File: src/rtl/ripple_carry_adder_4bit.sv
// Purpose : registered ripple-carry adder, {cout,sum} = a + b + cin plus signed overflow flag.
// Latency : 1 cycle, inputs sampled at edge k appear on sum/cout/ovf right after edge k.
// Backpressure: none; accepts a new operation every cycle, no handshake or stall.
//
// Ports:
//   clk  in  1      single clock, rising edge
//   rst  in  1      synchronous active-high reset, clears all outputs
//   a    in  WIDTH  operand A (unsigned or two's complement)
//   b    in  WIDTH  operand B
//   cin  in  1      carry into bit 0
//   sum  out WIDTH  registered sum
//   cout out 1      registered carry out of the MSB stage
//   ovf  out 1      registered signed overflow (carry into MSB xor carry out of MSB)

// One-bit full adder cell; the adder is a chain of these.
module full_adder_cell (
  input  logic i_a,
  input  logic i_b,
  input  logic i_ci,
  output logic o_s,
  output logic o_co
);
  logic w_p;

  // Propagate term is shared between the sum and carry paths.
  assign w_p  = i_a ^ i_b;
  assign o_s  = w_p ^ i_ci;
  assign o_co = (i_a & i_b) | (i_ci & w_p);
endmodule

module ripple_carry_adder_4bit #(
  parameter int WIDTH = 4
) (
  input  logic             clk,
  input  logic             rst,
  input  logic [WIDTH-1:0] a,
  input  logic [WIDTH-1:0] b,
  input  logic             cin,
  output logic [WIDTH-1:0] sum,
  output logic             cout,
  output logic             ovf
);
  // w_carry[i] is the carry into bit i; w_carry[WIDTH] is the carry out of the MSB.
  logic [WIDTH:0]   w_carry;
  logic [WIDTH-1:0] w_sum;
  logic             w_cout;
  logic             w_ovf;

  logic [WIDTH-1:0] r_sum;
  logic             r_cout;
  logic             r_ovf;

  assign w_carry[0] = cin;

  // Carry ripples LSB to MSB through WIDTH identical cells, no lookahead.
  for (genvar gi = 0; gi < WIDTH; gi++) begin : g_fa
    full_adder_cell u_fa (
      .i_a  (a[gi]),
      .i_b  (b[gi]),
      .i_ci (w_carry[gi]),
      .o_s  (w_sum[gi]),
      .o_co (w_carry[gi+1])
    );
  end

  assign w_cout = w_carry[WIDTH];
  // Signed overflow happens exactly when the carry into the sign bit differs
  // from the carry out of it.
  assign w_ovf  = w_carry[WIDTH] ^ w_carry[WIDTH-1];

  always_ff @(posedge clk) begin
    if (rst) begin
      r_sum  <= '0;
      r_cout <= 1'b0;
      r_ovf  <= 1'b0;
    end else begin
      r_sum  <= w_sum;
      r_cout <= w_cout;
      r_ovf  <= w_ovf;
    end
  end

  assign sum  = r_sum;
  assign cout = r_cout;
  assign ovf  = r_ovf;
endmodule

File: config.mk
export PLATFORM = sky130hd
export DESIGN_NAME = ripple_carry_adder_4bit
export DESIGN_NICKNAME = d
export VERILOG_FILES = /design/src/rtl/ripple_carry_adder_4bit.sv
export SDC_FILE = /design/constraint.sdc
export NUM_CORES = 1
export LEC_CHECK = 0
export ABC_CLOCK_PERIOD_IN_PS = 2200
export CAP_MARGIN = 20
export CORE_AREA = 2 2 39 41
export CTS_BUF_LIST = sky130_fd_sc_hd__clkbuf_8
export DETAILED_ROUTE_END_ITERATION = 7
export DIE_AREA = 0 0 41 43
export GPL_TIMING_DRIVEN = 0
export PLACE_DENSITY_LB_ADDON = 0.3
export SLEW_MARGIN = 20
export SYNTH_ARGS = -nofsm -noshare
export SYNTH_HDL_FRONTEND = slang
export SYNTH_HIERARCHICAL = 1
export SYNTH_SLANG_ARGS = --single-unit
File: constraint.sdc
create_clock -name clk -period 2.2 [get_ports clk]
set_clock_uncertainty 0.2 [all_clocks]
set_input_delay 0.22 -clock clk [delete_from_list [all_inputs] [get_ports clk]]
set_output_delay 0.22 -clock clk [all_outputs]
set_load 0.005 [all_outputs]
After elaboration in Yosys (flattened, before gate mapping)
Cells that the tools add are included.
{"block": "totals", "reg_bits": 6, "output_inout_bits": 6, "in_bits": 11, "elab_cells": 24}
{"block": "classes", "bitwise_logic": 21}
{"cell": "$xor A1 B1 Y1", "n": 9}
{"cell": "$and A1 B1 Y1", "n": 8}
{"cell": "$or A1 B1 Y1", "n": 4}

Longest topological paths before layout
{"block": "logic_depth", "ltp_word": 10, "ltp_mapped": 6, "depth_no_buf": 6}

By module
Netlist, hierarchy kept.
{"mod": "ripple_carry_adder_4bit", "instances": 1, "seq_area_each_um2": 120.1, "area_per_inst_um2": 166.4, "cells_per_inst": 13}
{"mod": "full_adder_cell", "instances": 4, "seq_area_each_um2": 0.0, "area_per_inst_um2": 20.0, "cells_per_inst": 1}

Worst setup path before layout
Ideal clock, no wire load.
{"block": "synth_timing", "path_type": "input-to-reg", "from": "in a[0]", "to": "reg r_ovf (netlist: ovf)", "t_required_ns": 1.885, "setup_ns": 0.115, "cell_stages": 6, "slack_ns": -0.125, "n_path_buf": 0, "arrival_ns": 2.010, "cell_sequence": "fa_1 -> fa_1 -> fa_1 -> fa_1 -> xnor2_1 -> nor2_1"}
{"block": "synth_via", "elab_chain_len": 10, "word_cells_on_any_way": 11, "cone_classes": "11 x bitwise"}
{"item": "start: declaration", "line": "36", "source": "input logic [WIDTH-1:0] a,"}
{"item": "$xor A1 B1 Y1", "line": "26", "source": "assign w_p = i_a ^ i_b;"}
{"item": "$and A1 B1 Y1", "line": "28", "source": "assign o_co = (i_a & i_b) | (i_ci & w_p);"}
{"item": "$or A1 B1 Y1 (*)", "line": "28"}
{"item": "$and A1 B1 Y1 (*)", "line": "28"}
{"item": "$or A1 B1 Y1 (*)", "line": "28"}
{"item": "named net w_carry[2]", "line": "44", "source": "logic [WIDTH:0] w_carry;"}
{"item": "$and A1 B1 Y1 (*)", "line": "28"}
{"item": "$or A1 B1 Y1 (*)", "line": "28"}
{"item": "named net w_carry[3]", "line": "44"}
{"item": "$and A1 B1 Y1 (*)", "line": "28"}
{"item": "$or A1 B1 Y1 (*)", "line": "28"}
{"item": "named net w_carry[4]", "line": "44"}
{"item": "$xor A1 B1 Y1 (*)", "line": "69", "source": "assign w_ovf = w_carry[WIDTH] ^ w_carry[WIDTH-1];"}
{"item": "end signal: assignment", "line": "79", "source": "r_ovf <= w_ovf;"}
{"item": "end: declaration", "line": "51", "source": "logic r_ovf;"}
The timed path passes the listed nets; every way through them passes the cells marked *.
A chain may end at the register's enable or synchronous reset.

Worst setup path after layout
{"block": "layout_timing", "from": "in cin", "to": "reg r_ovf (netlist: ovf)"}
{"block": "layout_via", "elab_chain_len": 9}
{"item": "start: declaration", "line": "38", "source": "input logic cin,"}
{"item": "$and A1 B1 Y1", "line": "28"}
{"item": "$or A1 B1 Y1", "line": "28"}
{"item": "named net w_carry[1]", "line": "44"}
{"item": "$and A1 B1 Y1", "line": "28"}
{"item": "$or A1 B1 Y1", "line": "28"}
{"item": "named net w_carry[2]", "line": "44"}
{"item": "$and A1 B1 Y1", "line": "28"}
{"item": "$or A1 B1 Y1", "line": "28"}
{"item": "named net w_carry[3]", "line": "44"}
{"item": "$and A1 B1 Y1", "line": "28"}
{"item": "$or A1 B1 Y1", "line": "28"}
{"item": "named net w_carry[4]", "line": "44"}
{"item": "$xor A1 B1 Y1", "line": "69"}
The timed path passes the listed nets, and every way through them passes these cells.

==> summary.md <==
| Metric | Value |
|---|---|
| Synth warn | 6 |
| DRC viols | 0 |
| CP Cell Sequence | buf_2 -> fa_2 -> fa_2 -> fa_2 -> fa_2 -> xnor2_2 -> nor2_1 |
| Post-layout nets | 54 |
| Count of final setup violators | 0 |
| Fin. max-slew vios | 0 |
| CP Capture Type | register |
| Required @ worst endpoint | 2.10 ns |
| Peak supply drop | 0.185 mV |
| CP most frequent cell | fa_2 |
| Seq/Total Area, Yosys | 48.7% |
| Synth-to-Final Area Change | 93.9% |
| Synth Instances | 17 |
| Die span in x | 41 µm |
| Final cell count without fillers | 53 |
| Met3 GRT Util | 1.57% |
| Total track usage | 7.29% |
| Placed insts | 49 |
| Post-Syn Area | 246 µm² |
| CORE AREA | 1380 µm² |
| Critical Path Source Type | primary input |
| Status | complete, no violations |
| Post-synthesis simple-gate area fraction | 15.2% |
| I/O Buffers | 16 |
| Core Rows | 14 |
| Number of synthesized register bits | 6 |
| I/O pin cnt | 17 |
| Syn nets | 32 |
| Vias in the first global route | 230 |
| GR peak layer | met2 |
| Largest net degree at the start of global routing | 7 |
| Antenna Cells | 0 |
| XOR/XNOR Fraction of Synth Area | 3.55% |
| Critical-path maximum fanout | 2 |
| Post-synthesis mux area share | 0% |
| RSZ-0062 raised after global routing | false |
| Worst min path class | primary input to register |
| Initial antenna violation count | 0 |
| P per Cell Area | 762 nW/µm² |
| Clk buf depth | 2 |
| # clock sinks | 6 |
| Compound-Gate Fraction of Synth Area | 0% |
| Fmax | 464 MHz |
| GP Congestion | 0.567 |
| Layout cell share with drive strength beyond 1 | 35.1% |
| Final period util | 97.9% |
| Layout fillers | 141 |
| Die Ht | 43 µm |
| Final Worst Setup Slack | 0.0459 ns |
| CTS H-tree depth | 1 |
| Dpl ws | -0.562 ns |
| Clock period minus worst slack | 2.15 ns |
| Critical path's top delay family | adder cells |
| Hold buffers post-CTS | 0 |
| Max Cap Viol | 0 |
| Max stage delay on crit path | 0.40 ns |
| Vias | 194 |
| Vias per cell | 3.66 |
| Slew HR | 84.8% |
| CP Class | primary input to register |
| Avg Synthesized Cell Area | 14.5 µm² |
| Largest family of logic cells by synthesized area | adder cells |
| GR Util met1 | 4.64% |
| Crit path buf inv count | 1 |
| Met2 Use GR | 13.4% |
| Post-route ant nets | 0 |
| CTS tree | built |
| Pre-Repair DR Iteration Count | 2 |
| Adder-cell share of the synthesized area | 32.5% |
| Hold Slack | 0.238 ns |
| 1st-iter DRT viols | 2 |
| Clk root buf | clkbuf_8 |
| Starting Density | 17.8% |
| Crit path DAT | 2.05 ns |
| Slowest CP cell | fa_2 |
| Worst-Margin Slew | 0.227 ns |
| Fin. Hold Viols | 0 |
| WL/cell | 9.79 µm |
| GR Overflow Total | 0 |
| First-pass GRT wire length | 793 µm |
| Routed WL | 519 µm |
| DIE AREA | 1760 µm² |
| Synth cell types | 6 |
| Worst-path clk slew | 0.03 ns |
| Pleak | 0.185 nW |
| Num CTS Buffers | 3 |
==> cell usage in the layout, fill, tap and decap left out <==
master	count
dfxtp_1	6
clkdlybuf4s50_1	13
nor2_1	1
buf_4	1
xnor2_2	1
nor2b_1	4
nor2b_2	1
clkbuf_8	3
buf_2	2
fa_2	4
clkbuf_2	1
==> synth_stat cells, drive strengths merged <==
| library cell | number | share of area, % |
|---|---|---|
| dfxtp | 6 | 49 |
| fa | 4 | 32 |
| nor2b | 5 | 14 |
| nor2 | 1 | 1.5 |
| xnor2 | 1 | 3.6 |
==> cell families after synthesis <==
group	count (synthesis)
flops	6
simple gates	6
fa+ha+maj	4
xor+xnor	1
==> final timing paths <==
| path | from | endpoint | depth (start not counted) | slack (ns) |
|---|---|---|---|---|
| worst max-delay path | cin | ovf | 7 | 0.05 |
| worst min-delay path | a[0] | sum[0] | 3 | 0.24 |
==> state kept, by name (all words and copies together) (netlist names) <==
register,cells
cout,1
ovf,1
sum,4
==> area by class of cell <==
| cell class | count | area (µm²) | share of cell area, % |
|---|---|---|---|
| flip-flops and latches | 6 | 120 | 25.1 |
| clock buffers | 3 | 41.3 | 8.64 |
| multi-input cells | 11 | 144 | 30.1 |
| well taps | 16 | 20.0 | 4.19 |
| repair buffers | 17 | 153 | 31.9 |
==> power by group <==
part / leakage [nW] / total (mW) / switching [mW] / internal [mW]
Combinational: 0.114 / 0.0799 / 0.0252 / 0.0547
Clock: 0.0216 / 0.160 / 0.0426 / 0.117
Sequential: 0.0500 / 0.125 / 0.00269 / 0.122
==> stage by stage <==
step	instance area [µm²]	utilization, %	power, mW	setup TNS, ns
final	478	34.5	0.364	0
after global routing	478	34.5	0.385	0
after CTS	482	34.8	0.368	0
after detailed placement	437	31.6	0.204	-1.77
after global placement	437	31.6	0.201	-1.61
after floorplan	256	-	0.153	-0.0269
==> layer usage <==
layer	up-vias	routed length, µm
li1	91	-
met1	95	123
met2	8	363
met3	0	31
met4	0	0
met5	-	0
==> repair_timing <==
action	CTS	global route
resized for setup	9	3
pin swaps	4	2
cloned	0	0
endpoints found under the setup margin	3	2
buffers inserted	1	0
Note: power is estimated with default switching activity, not from simulation.
